==> src/rtl/uart_pkg.sv <==
// Shared UART definitions: rx state encoding and oversampling constants.
// UART_RX_PARITY_EN adds the PARITY state to the rx state enum.
package uart_pkg;

  localparam int OVERSAMPLE   = 16;
  localparam int DBIT_DEFAULT = 8;

  typedef enum logic [2:0] {
    ST_IDLE,
    ST_START,
    ST_DATA,
    ST_STOP
`ifdef UART_RX_PARITY_EN
    , ST_PARITY
`endif
  } rx_state_t;

endpackage

==> src/rtl/uart_sync2.sv <==
// Two-flop synchronizer for the asynchronous serial line.
// Both flops reset to 1 so the idle-high line shows no false edge.
module uart_sync2 (
  input  logic clk,
  input  logic reset,
  input  logic i_d,
  output logic o_q
);

  logic r_q1;
  logic r_q2;

  always_ff @(posedge clk) begin
    if (reset) begin
      r_q1 <= 1'b1;
      r_q2 <= 1'b1;
    end else begin
      r_q1 <= i_d;
      r_q2 <= r_q1;
    end
  end

  assign o_q = r_q2;

endmodule

==> src/rtl/uart_rx.sv <==
// 16x-oversampled UART receiver with registered frame outputs.
// Define UART_RX_PARITY_EN to add an even-parity bit and parity_err.
module uart_rx
  import uart_pkg::*;
#(
  parameter int DBIT    = DBIT_DEFAULT,
  parameter int SB_TICK = 16
) (
  input  logic       clk,
  input  logic       reset,
  input  logic       s_tick,
  input  logic       rx,
  output logic       rx_done_tick,
  output logic [7:0] dout,
  output logic       frame_err
`ifdef UART_RX_PARITY_EN
  ,
  output logic       parity_err
`endif
);

`ifdef UART_RX_PARITY_EN
  localparam rx_state_t AFTER_DATA = ST_PARITY;
`else
  localparam rx_state_t AFTER_DATA = ST_STOP;
`endif

  logic            w_rx;
  rx_state_t       r_state;
  logic [4:0]      r_s;
  logic [2:0]      r_n;
  logic [DBIT-1:0] r_b;
  logic [7:0]      r_dout;
  logic            r_done;
  logic            r_ferr;
  logic            r_armed;
`ifdef UART_RX_PARITY_EN
  logic            r_p;
  logic            r_perr;
`endif

  uart_sync2 u_sync (
    .clk   (clk),
    .reset (reset),
    .i_d   (rx),
    .o_q   (w_rx)
  );

  always_ff @(posedge clk) begin
    if (reset) begin
      r_state <= ST_IDLE;
      r_s     <= '0;
      r_n     <= '0;
      r_b     <= '0;
      r_dout  <= '0;
      r_done  <= 1'b0;
      r_ferr  <= 1'b0;
      r_armed <= 1'b1;
`ifdef UART_RX_PARITY_EN
      r_p     <= 1'b0;
      r_perr  <= 1'b0;
`endif
    end else begin
      r_done <= 1'b0;
      unique case (r_state)
        ST_IDLE: begin
          // armed blocks a stuck-low line from retriggering after a break
          if (w_rx) begin
            r_armed <= 1'b1;
          end else if (r_armed) begin
            r_state <= ST_START;
            r_s     <= '0;
          end
        end
        ST_START: begin
          if (s_tick) begin
            if (r_s == 5'(OVERSAMPLE / 2 - 1)) begin
              if (!w_rx) begin
                r_state <= ST_DATA;
                r_s     <= '0;
                r_n     <= '0;
              end else begin
                r_state <= ST_IDLE;
              end
            end else begin
              r_s <= r_s + 5'd1;
            end
          end
        end
        ST_DATA: begin
          if (s_tick) begin
            if (r_s == 5'(OVERSAMPLE - 1)) begin
              r_s <= '0;
              r_b <= {w_rx, r_b[DBIT-1:1]};
              if (r_n == 3'(DBIT - 1)) begin
                r_state <= AFTER_DATA;
              end else begin
                r_n <= r_n + 3'd1;
              end
            end else begin
              r_s <= r_s + 5'd1;
            end
          end
        end
`ifdef UART_RX_PARITY_EN
        ST_PARITY: begin
          if (s_tick) begin
            if (r_s == 5'(OVERSAMPLE - 1)) begin
              r_s     <= '0;
              r_p     <= w_rx;
              r_state <= ST_STOP;
            end else begin
              r_s <= r_s + 5'd1;
            end
          end
        end
`endif
        ST_STOP: begin
          if (s_tick) begin
            if (r_s == 5'(SB_TICK - 1)) begin
              r_dout  <= 8'(r_b);
              r_ferr  <= ~w_rx;
              r_done  <= 1'b1;
              r_armed <= 1'b0;
              r_state <= ST_IDLE;
`ifdef UART_RX_PARITY_EN
              r_perr  <= ^{r_b, r_p};
`endif
            end else begin
              r_s <= r_s + 5'd1;
            end
          end
        end
        default: r_state <= ST_IDLE;
      endcase
    end
  end

  assign rx_done_tick = r_done;
  assign dout         = r_dout;
  assign frame_err    = r_ferr;
`ifdef UART_RX_PARITY_EN
  assign parity_err   = r_perr;
`endif

endmodule

==> config.mk <==
export PLATFORM = sky130hd
export DESIGN_NAME = uart_rx
export DESIGN_NICKNAME = d
export VERILOG_FILES = /design/src/rtl/uart_pkg.sv /design/src/rtl/uart_sync2.sv /design/src/rtl/uart_rx.sv
export SDC_FILE = /design/constraint.sdc
export NUM_CORES = 1
export LEC_CHECK = 0
export ABC_AREA = 1
export CORE_AREA = 2 2 64 66
export DETAILED_ROUTE_END_ITERATION = 6
export DIE_AREA = 0 0 66 68
export HOLD_SLACK_MARGIN = 0.08
export MAX_ROUTING_LAYER = met4
export RECOVER_POWER = 25
export SETUP_SLACK_MARGIN = 0.15
export SLEW_MARGIN = 30
export SYNTH_ARGS = -nofsm -noshare
export SYNTH_HDL_FRONTEND = slang
export SYNTH_SLANG_ARGS = --single-unit
==> constraint.sdc <==
create_clock -name clk -period 1.65 [get_ports clk]
set_clock_uncertainty 0.05 [all_clocks]
set_input_delay 0.2475 -clock clk [delete_from_list [all_inputs] [get_ports clk]]
set_output_delay 0.2475 -clock clk [all_outputs]
set_load 0.05 [all_outputs]
After elaboration in Yosys (flattened, before gate mapping)
Cells that the tools add are included.
{"block": "word_totals", "reg_bits": 32, "input_bits": 4}
{"block": "op_classes", "n_reduce_logical": 11, "eq_ne": 20, "bitwise": 3, "muxes": 33, "add_sub_neg": 2}
{"op": "$mux W3", "n": 15}
{"op": "$mux W5", "n": 9}
{"op": "$ne A2 B2 Y1 const B", "n": 12}
{"op": "$pmux W5 S4", "n": 1}
{"op": "$pmux W3 S4", "n": 1}
{"op": "$reduce_and A9 Y1", "n": 1}
{"op": "$reduce_and A8 Y1", "n": 1}
{"op": "$reduce_and A7 Y1", "n": 1}
{"op": "$eq A3 B2 Y1 const B", "n": 2}
{"op": "$pmux W3 S2", "n": 1}
{"op": "$reduce_and A3 Y1", "n": 2}
{"op": "$add A5 B1 Y5 const B", "n": 1}
{"op": "$eq A5 B3 Y1 const B", "n": 1}
{"op": "$eq A5 B4 Y1 const B", "n": 1}
{"op": "$mux W1", "n": 4}
{"op": "$reduce_and A4 Y1", "n": 1}
{"op": "$reduce_bool A2 Y1", "n": 2}
{"op": "$reduce_bool A4 Y1", "n": 1}
{"op": "$add A3 B1 Y3 const B", "n": 1}
{"op": "$eq A3 B1 Y1 const B", "n": 1}
{"op": "$eq A3 B3 Y1 const B", "n": 1}
{"op": "$logic_not A3 Y1", "n": 1}
{"op": "$ne A3 B3 Y1 const B", "n": 1}
{"op": "$not A1 Y1", "n": 3}
{"op": "other kinds (4)", "n": 4}

Depth between registers and ports, before layout
Gate-level depths: netlist (run 1).
{"block": "depth", "ltp_word": 5, "depth_mapped": 11}

Modules after synthesis
A second synthesis (run 1) with hierarchy kept.
{"block": "hier_totals", "hier_cells": 193, "hier_area_um2": 1391.3}
{"module": "uart_rx", "n_inst": 1, "seq_area_each_um2": 580.6, "area_each_um2": 1332.5, "cells_per_inst": 186}
{"module": "uart_sync2", "n_inst": 1, "seq_area_each_um2": 40.0, "area_each_um2": 58.8, "cells_per_inst": 7}

Worst setup path after synthesis (run 1)
Ideal clock, no wire load.
{"block": "synth_path", "path_kind": "register -> register", "startpoint": "reg r_s[0]", "endpoint": "reg r_s[4]", "synth_period_minus_slack_ps": 1573, "path_stages_with_launch": 11, "setup_slack_ps": 77, "setup_time_ps": 70, "required_time_ps": 1530, "t_arrival_ps": 1454, "cell_sequence": "dfxtp_1 ha_1 nand2_1 nor2_4 inv_1 ha_1 o21ai_0 inv_1 nand2_1 nand2_1 a21oi_1"}
{"block": "synth_via", "elab_chain_len": 4, "elab_cells_between_ends": 13, "cone_classes": "1 x add/sub; 4 x eq/ne; 7 x mux; 1 x reduce/logical"}
{"item": "from (decl)", "line_no": "uart_rx.sv:30", "source": "logic [4:0] r_s;"}
{"item": "from (signal assigned)", "line_no": "uart_rx.sv:86", "source": "r_s <= r_s + 5'd1;"}
{"item": "from (signal assigned)", "line_no": "uart_rx.sv:101", "source": "r_s <= r_s + 5'd1;"}
{"item": "from (signal assigned)", "line_no": "uart_rx.sv:130", "source": "r_s <= r_s + 5'd1;"}
{"item": "$add A5 B1 Y5, or another cell as far along", "line_no": "uart_rx.sv:86, uart_rx.sv:101, uart_rx.sv:130"}
{"item": "$mux W5, on equally long branches", "line_no": "uart_rx.sv:120, uart_rx.sv:77, uart_rx.sv:92"}
{"item": "$mux W5, on equally long branches", "line_no": "uart_rx.sv:119, uart_rx.sv:76, uart_rx.sv:91"}
{"item": "$pmux W5 S4", "line_no": "uart_rx.sv:65", "source": "unique case (r_state)"}
Several ways; a longest one is shown, not always the timed one. The select of a mux whose other input is x is not followed.
A chain may end at the register's enable or synchronous reset.

Worst setup path in the final report (run 1)
Ends and elaborated chain as after synthesis.

==> impl_results.md, run 1 <==
* Status: complete, no violations
* Via count at between 1k and 1.5k
* Root Driver: clkbuf_8
* RSZ-0062 raised after global routing: true
* Gr usage total at between 15 and 20%
* Setup violators final at 0
* Hold Buf Count CTS at 0
* Hold slack at around 0.36 ns
* Cell chain of the critical path: ha_4 -> nand2_4 -> nor2_4 -> inv_1 -> ha_4 -> o21ai_1 -> inv_1 -> nand2_1 -> nand2_1 -> a21oi_1
* DR pass1 iterations at 4
* Die height at 68 um
* R2R Setup Slk at about 0.15 ns
* Launch point of the worst reg-to-reg path: r_s[0]
* Standby leakage power at 0.8714 nW
* Worst Max-Slew Pin Slew at 0.6238 ns
* CP required at about 1.8 ns
* Initial Util at around 39%
* Fin. Hold Viols at 0
* Die Span X at 66 um
* CP max stage delay at approximately 0.35 ns
* WL/cell at 11.17 um
* Hold path start: u_sync.r_q1
* Port bufs at 13
* Number of global-route vias before repair at around 1.2k
* Via/cell ratio at between 4 and 5
* Row cnt at 23
* Final ANT Viol Nets at 0
* Period utilisation layout at ~90%
* Max Cap Viol at 0
* Worst VDD drop at between 600 and 700 uV
* Max Freq at around 0.66 GHz
* Count leader, synth: nand2_1
* CP Class: reg -> reg
* #FFs+latches synth at 31
* CTS Sinks at 31
* Netlist cell types at 22
* Antenna Cells at 0
* Share of the synthesized area in the top cell type at between 40% and 50%
* Post-Place Cells at 282
* Mapped Area at 1488 um2
* CTS Buffer Depth at 2
* Fin. max-slew vios at 0
* Worst path slowest cell: dfxtp_2
* CP top delay family: adder cells
* Worst hold path class: reg -> reg
* Synthesized netlist cell count at roughly 210
* DRC at 0
* Post-layout minimum cycle time at around 1.5 ns
* DP HPWL at 2372 um
* Sequential element share of the synthesized area at 41.72%
* Final nets at approximately 250
* Headroom to the max-slew limit at roughly three fifths
* Global-route wire length before repair at about 5200 um
* FF-to-FF End: r_s[4]
* Power per Cell Area at 1121 nW/um2
* Post-Syn Nets at roughly 220
* Ranking of synthesized cells by area: dfxtp_1, nand2_1, nor2_1, o21ai_0, inv_1
* Yosys warns at 0
* Post-synth top flop: dfxtp_1
* TNS Setup at 0 ns
* H-tree Lvls at 2
* Hold path depth at 1
* Arr. time, crit path at 1.67 ns
* Area Growth Syn to Fin at 28.26%
* Most frequent cells after synthesis: nand2_1, nor2_1, dfxtp_1, inv_1, o21ai_0
* EDFF count, synth at 0
* TritonCTS clock tree: built
* Die area at between 4000 and 5000 um2
* Crit Path Max Fanout at 3
* Worst Setup End Kind: flip-flop
* Iteration-0 DRC Markers at just under 70
* Clock-pin slew on the worst setup and hold paths at approximately 0.06 ns
* GP Congestion at roughly 0.86
* CTS buffer count at 5
* FF-to-FF path depth at 10
* Antenna violations before repair at 0
* Avg Cell Area, Syn at ~7 um2
* Hold EP: u_sync.o_q
* CORE AREA at roughly 3900 um2
* Largest net degree at the start of global routing at 25
* Layout cells sized above 1 at a little under a quarter
* Crit. Startpoint: r_s[0]
* Setup crit start kind: flip-flop
* Post-route insts no fill at 295
* Synth async-reset ratio at 0%
* I/O pin cnt at 14
* Worst-Skew Late Latency at between 0.2 and 0.3 ns
* GRT overflow at 0
* Crit path buf inv count at 2
* Final WL at 3296 um
* Yosys top cell by area: dfxtp_1
[state kept, by name, indices dropped and copies added (netlist names)]
name	count
r_n	3
r_state	2
frame_err	1
r_armed	1
rx_done_tick	1
u_sync.r_q1	1
r_s	5
r_b	8
u_sync.o_q	1
dout	8
[cells by family after synthesis]
| logic type | count (synthesis) | share of synthesized area, % |
|---|---|---|
| buffers and inverters | 32 | 8.326 |
| AO/OA/AOI/OAI | 41 | 14.89 |
| flip-flops | 31 | 41.72 |
| adder cells (fa/ha/maj) | 4 | 3.364 |
| AND/OR/NAND/NOR | 105 | 31.71 |
[layout make-up]
| type | count | area [um2] |
|---|---|---|
| clock buffers | 7 | 96.34 |
| well taps | 50 | 62.56 |
| repair buffers | 27 | 196.4 |
| flip-flops and latches | 31 | 626.9 |
| inverters | 29 | 108.9 |
| clock inverters | 1 | 7.507 |
| fillers | 398 | 1948 |
| multi-input cells | 150 | 809.5 |
[worst max path at each step]
| stage | endpoint | slack, ns | depth (start not counted) |
|---|---|---|---|
| floorplan | r_s[4] | 0.16 | 10 |
| global placement | r_s[3] | 0.007 | 8 |
| detailed placement | r_s[2] | -0.04 | 7 |
| CTS | r_s[4] | 0.15 | 10 |
| global route | r_b[6] | 0.02 | 8 |
| finish | r_s[4] | 0.15 | 10 |
[per-layer routing]
layer	share of wire (%)	wire length [um]	track usage [%]
met5	0	0	-
met4	0.91	30	4.592
met3	3.5	114	4.441
met2	45	1484	25.38
met1	51	1667	19.64
[repair_timing]
item | CTS | global route
buffers inserted | 3 | 2
pin swaps | 5 | 5
gates cloned | 0 | 0
resized for setup | 4 | 21
setup endpoints to repair | 12 | 27
[through the flow]
| step | utilization [%] | cell area (um2) | setup WS (ns) | power [W] |
|---|---|---|---|---|
| 6_report | 49.48 | 1908 | 0.1457 | 0.002140 |
| 5_1_grt | 49.48 | 1908 | 0.02500 | 0.002263 |
| 4_1_cts | 48.96 | 1888 | 0.1460 | 0.002120 |
| 3_5_place_dp | 45.07 | 1738 | -0.03534 | 0.001439 |
| 3_3_place_gp | 45.07 | 1738 | 0.007223 | 0.001446 |
| 2_1_floorplan | - | 1505 | 0.1551 | 0.001313 |
[where the power goes]
part           internal, W  leakage, nW  switching (W)
registers         0.000816        0.253      0.0000536
clock network     0.000379       0.0505       0.000285
logic             0.000222        0.568       0.000385
total              0.00142        0.871       0.000723
[cell usage in the layout (no fill, tap or decap), drive strengths merged]
cell           instances
a21oi                 14
nand4                  4
ha                     4
nor2                  41
o21bai                 2
a31oi                  1
clkinvlp               1
nor3                   1
dfxtp                 31
dlygate4sd3            1
a211oi                 1
o21ai                 23
clkdlybuf4s50          2
buf                   16
inv                   29
clkbuf                15
nand3                 11
nand2                 45
or2                    3
Power figures use the tool's default switching activity.
==> inputs of run 2 (changes only) <==
ABC_AREA = not set   (was 1)
CAP_MARGIN = 20   (was not set)
==> run 2 against run 1 <==
Global-route usage grew 0.55 points. Count of clock-buffer cells in the layout down 1. Utilization rose by 1.3 points. Area after synthesis is 1.1% lower. Sequential share of layout area is 0.18 points lower. Sequential cell count is the same. Design area is 2.6% higher. Total power is 33% lower. Synthesized cell count decreased by 29%.
==> impl_results.md, run 2 <==
* Ranking of synthesized cells by area: dfxtp_1, mux2i_1, nor2_1, a21oi_1, ha_1
* Arr. time, crit path at around 1.7 ns
* Status: complete, no violations
* Crit. Startpoint: r_s[1]
* Post-Syn Nets at 160
* Yosys top cell by area: dfxtp_1
* Hold slack at about 0.37 ns
* Avg Cell Area, Syn at between 9 and 10 um2
* Largest net degree at the start of global routing at 21
* Synthesized netlist cell count at between 150 and 200
* Global-route wire length before repair at around 5400 um
* Pint at 0.001094 W
* Post-synth top flop: dfxtp_1
* Antenna violations before repair at 0
* Iteration-0 DRC Markers at 28
* CP max stage delay at between 0.5 and 0.6 ns
* EDFF count, synth at 0
* Setup crit start kind: flip-flop
* Headroom to the max-slew limit at 59.68%
* Final WL at around 3200 um
* Initial Util at approximately two fifths
* Switching power share of the total at 23.74%
* Root Driver: clkbuf_8
* Pre-CTS WS at -0.03956 ns
* R2R Setup Slk at roughly 0.082 ns
* Netlist cell types at 46
* CP Class: reg -> reg
* CTS Sinks at 31
* Reg power frac at a little over half
* Die area at 4488 um2
* Fin. Hold Viols at 0
* FF-to-FF path depth at 4
* Row cnt at 23
* Sequential element share of the synthesized area at a little over two fifths
* Fillers at around 370
* Max Cap Viol at 0
* Worst VDD drop at 495.7 uV
* DRC at 0
* H-tree Lvls at 2
* Post-layout minimum cycle time at roughly 1.6 ns
* Setup crit end: r_n[1]
* CTS buffer count at 5
* Final nets at about 200
* CP required at around 1.8 ns
* Via/cell ratio at approximately 5.2
* Combinational share of power at around 6.7%
* Period utilisation layout at 95.05%
* DP HPWL at 2116 um
* Mapped Area at about 1500 um2
* Number of global-route vias before repair at roughly 1.2k
* DR pass1 iterations at 4
* Layout cells sized above 1 at between 30% and 40%
* Max Freq at 0.6376 GHz
* CORE AREA at approximately 3900 um2
* Via count at roughly 1.2k
* Worst hold path class: reg -> reg
* Worst path slowest cell: or4_1
* Standby leakage power at 0.7792 nW
* Cell chain of the critical path: ha_4 -> nand3b_1 -> or4_1 -> a21oi_1
* Post-route insts no fill at 238
* Fin. max-slew vios at 0
* I/O pin cnt at 14
* Post-Place Cells at between 200 and 250
* FF-to-FF End: r_n[1]
* Clock-pin slew on the worst setup and hold paths at roughly 0.07 ns
* Worst Max-Slew Pin Slew at between 0.6 and 0.7 ns
* Final ANT Viol Nets at 0
* GP Congestion at between 0.8 and 0.9
* Fin area at around 2000 um2
* GRT overflow at 0
* Worst Slack Setup Final at ~0.082 ns
* Antenna Cells at 0
* Worst Setup End Kind: flip-flop
* Gr usage total at ~16%
* Power per Cell Area at roughly 730 nW/um2
* Crit Path Max Fanout at 6
* Setup violators final at 0
* Die height at roughly 68 um
* Port bufs at 13
* Most frequent cells after synthesis: dfxtp_1, nor2_1, mux2i_1, a21oi_1, inv_1
* DP Area at about 1700 um2
* Die Span X at ~66 um
* Count leader, synth: dfxtp_1
* Yosys warns at 0
* WL/cell at about 14 um
* Area Growth Syn to Fin at 32.99%
* Reported net switching power at 0.0003406 W
* Worst-Skew Late Latency at 0.28 ns
* Most frequent cells in the layout: dfxtp_1, buf_4, nor2_1
* Most common cell after layout, fill and taps aside: dfxtp_1
* Launch point of the worst reg-to-reg path: r_s[1]
* Synth async-reset ratio at 0%
* RSZ-0062 raised after global routing: true
* TritonCTS clock tree: built
* Share of the synthesized area in the top cell type at between 40 and 50%
* #FFs+latches synth at 31
* Clock share of power at 40.3%
* CTS Buffer Depth at 2
## run 2: repair_timing
action                                  4_1_cts  5_1_grt
hold buffers                                  0        0
gates cloned                                  0        1
pin swaps                                    10        8
buffers inserted                              7        2
endpoints found under the hold margin         0        0
resized for setup                            19       12
endpoints found under the setup margin       25       26
## run 2: area by class of cell
type	count	area [um2]	area share [%]
clock buffers	6	72.57	3.708
clock inverters	2	12.51	0.6394
inverters	6	22.52	1.151
multi-input cells	106	878.3	44.88
flip-flops and latches	31	639.4	32.67
well taps	50	62.56	3.197
repair buffers	37	269.0	13.75
## run 2: how the worst min path moves through the flow
stage                startpoint          end  slack, ns  cells after the start
floorplan                    rx  u_sync.r_q1       0.30                      1
global placement    u_sync.r_q1   u_sync.o_q       0.35                      1
detailed placement  u_sync.r_q1   u_sync.o_q       0.35                      1
CTS                 u_sync.r_q1   u_sync.o_q       0.37                      1
global route        u_sync.r_q1   u_sync.o_q       0.38                      1
finish              u_sync.r_q1   u_sync.o_q       0.37                      1
## run 2: per-stage QoR
step	power, W	util (%)	TNS [ns]
5_1_grt	0.001494	50.75	0
2_1_floorplan	0.0008275	-	0
3_5_place_dp	0.0008639	44.48	-0.06741
4_1_cts	0.001444	49.64	0
6_report	0.001435	50.75	0
3_3_place_gp	0.0008629	44.48	-0.01633
## run 2: logic make-up after synthesis
family	Yosys count	share of synthesized area (%)
adder cells (fa/ha/maj)	4	3.401
flip-flops	31	42.18
multiplexers	18	12.33
buffers and inverters	15	5.782
AO/OA/AOI/OAI	30	15.65
AND/OR/NAND/NOR	54	20.66
## run 2: power groups by stage
stage / Clock [W] / Combinational, W / Sequential (W)
after floorplan: 0 / 0.0000516 / 0.000776
after global placement: 0 / 0.0000824 / 0.000781
after detailed placement: 0 / 0.0000836 / 0.000780
after CTS: 0.000594 / 0.0000881 / 0.000762
after global routing: 0.000629 / 0.000104 / 0.000762
final: 0.000578 / 0.0000957 / 0.000761
## run 2: metal layers
layer | up-vias | routed length, um | track usage [%]
li1 | 614 | - | -
met1 | 595 | 1439 | 16.92
met2 | 18 | 1626 | 28.91
met3 | 5 | 87 | 4.112
met4 | 0 | 61 | 8.673
met5 | - | 0 | -
## run 2: critical path, delay by kind of cell (launching register included)
family,cells,cell delay (ns)
AND/OR/NAND/NOR,2,0.77
adder cells (fa/ha/maj),1,0.17
flip-flops,1,0.36
AO/OA/AOI/OAI,1,0.14
==> inputs of run 3 (changes only) <==
ABC_AREA = 0   (was not set)
CORE_AREA = 2 2 58 60   (was 2 2 64 66)
DIE_AREA = 0 0 60 62   (was 0 0 66 68)
PLACE_DENSITY = 0.71   (was not set)
==> run 3 against run 2 <==
Clock power rose by 8.3%. Critical path depth rose by 2. Routed wire length rose by 6.0%.
==> impl_results.md, run 3 (synthesized netlist as in run 2, its figures left out) <==
* Status: complete, no violations
* H-tree Lvls at 2
* Global-route wire length before repair at approximately 5300 um
* Port bufs at 13
* Fin area at roughly 2000 um2
* DP HPWL at roughly 2100 um
* CP required at between 1.5 and 2 ns
* Pre-CTS WS at -0.09693 ns
* CORE AREA at 3179 um2
* Most common cell after layout, fill and taps aside: dfxtp_1
* Worst hold path class: reg -> reg
* GR Layer Usage met3 at 5.797%
* Via/cell ratio at around 5.4
* Power per Cell Area at 753.6 nW/um2
* CP Class: reg -> reg
* Die height at 62 um
* Met1 GRT Util at roughly a quarter
* Die Span X at about 60 um
* Worst Setup End Kind: flip-flop
* Initial Util at between 40 and 50%
* I/O pin cnt at 14
* Clock-pin slew on the worst setup and hold paths at about 0.10 ns
* DRC at 0
* TritonCTS clock tree: built
* Final WL at 3408 um
* GP Congestion at about 0.9
* Crit Path Max Fanout at 9
* CTS Sinks at 31
* Most used routing layer: met2
* Max Cap Viol at 0
* Final nets at 196
* Standby leakage power at 0.8023 nW
* GRT overflow at 0
* Arr. time, crit path at between 1.5 and 2 ns
* Multi-input logic area at approximately 870 um2
* Worst Slack Setup Final at between 0.08 and 0.09 ns
* Row cnt at 21
* Antenna violations before repair at 0
* Worst-Skew Late Latency at ~0.34 ns
* TNS Setup at 0 ns
* Reg area at between 600 and 700 um2
* Antenna Cells at 0
* Iteration-0 DRC Markers at just over 50
* Post-route insts no fill at about 240
* Setup crit start kind: flip-flop
* Setup violators final at 0
* RSZ-0062 raised after global routing: true
* Layout cells sized above 1 at between 30% and 40%
* Met2 layer usage reported by global route at 32.14%
* DR pass1 iterations at 4
* Worst VDD drop at a little over 600 uV
* Max Freq at roughly 0.64 GHz
* Fin. max-slew vios at 0
* Period utilisation layout at about 95%
* Root Driver: clkbuf_4
* Post-layout minimum cycle time at about 1.6 ns
* CTS buffer count at 5
* WL/cell at 14.50 um
* Hold Buf Count CTS at 0
* Via count at around 1.3k
* Post-Place Cells at 213
* Largest net degree at the start of global routing at 34
* Gr usage total at 20.13%
* Headroom to the max-slew limit at 60.21%
* Fin. Hold Viols at 0
* DP Area at about 1700 um2
* Area Growth Syn to Fin at 34.01%
* Number of global-route vias before repair at approximately 1.2k
* CTS Buffer Depth at 2
* Worst Max-Slew Pin Slew at around 0.6 ns
* Most frequent cells in the layout: dfxtp_1, buf_4, nor2_1
* Die area at about 3700 um2
* Final ANT Viol Nets at 0
* Fillers at 270
* Core Util, Final at between 60% and 70%
-- run 3: critical path, cell delays in order (launching register included) --
cell	delay, ns
dfxtp_2	0.36
ha_4	0.17
and3b_2	0.25
and4_4	0.24
buf_12	0.14
mux2i_1	0.19
nor2_1	0.07
-- run 3: repair_timing --
action	CTS	global route
gates resized for setup	21	9
hold endpoints to repair	0	0
buffers inserted	10	3
pin swaps	11	10
endpoints found under the setup margin	25	25
gates cloned	0	1
-- run 3: cell type report --
class	instances	area share, %
tap	46	2.919
clock buffer	6	2.602
multi-input combinational	106	44.23
inverter	6	1.142
sequential	31	32.30
timing repair buffer	38	15.04
clock inverter	2	1.777
-- run 3: metrics by stage --
stage	power, W	hold slack [ns]
finish	0.001486	0.3740
detailed placement	0.0008600	0.3504
CTS	0.001500	0.3781
global placement	0.0008579	0.3530
floorplan	0.0008275	0.3013
global route	0.001545	0.3893
-- run 3: final timing paths --
path                from    endpoint  slack, ns  depth (start not counted)
max reg2reg       r_s[1]      r_b[6]       0.09                          6
min reg2reg  u_sync.r_q1  u_sync.o_q       0.37                          1
min          u_sync.r_q1  u_sync.o_q       0.37                          1
max               r_s[1]      r_b[6]       0.09                          6
-- run 3: layer usage --
layer	wire, um	share of wire [%]	up-vias
li1	-	-	618
met1	1510	44	622
met2	1747	51	26
met3	98	2.9	6
met4	51	1.5	0
met5	0	0	-
-- run 3: power breakdown --
part / leakage, nW / internal (W) / switching, W / total (W)
clock: 0.0482 / 0.000358 / 0.000268 / 0.000626
combinational: 0.499 / 0.0000488 / 0.0000511 / 0.0000999
sequential: 0.255 / 0.000751 / 0.00000924 / 0.000760
total: 0.802 / 0.00116 / 0.000329 / 0.00149
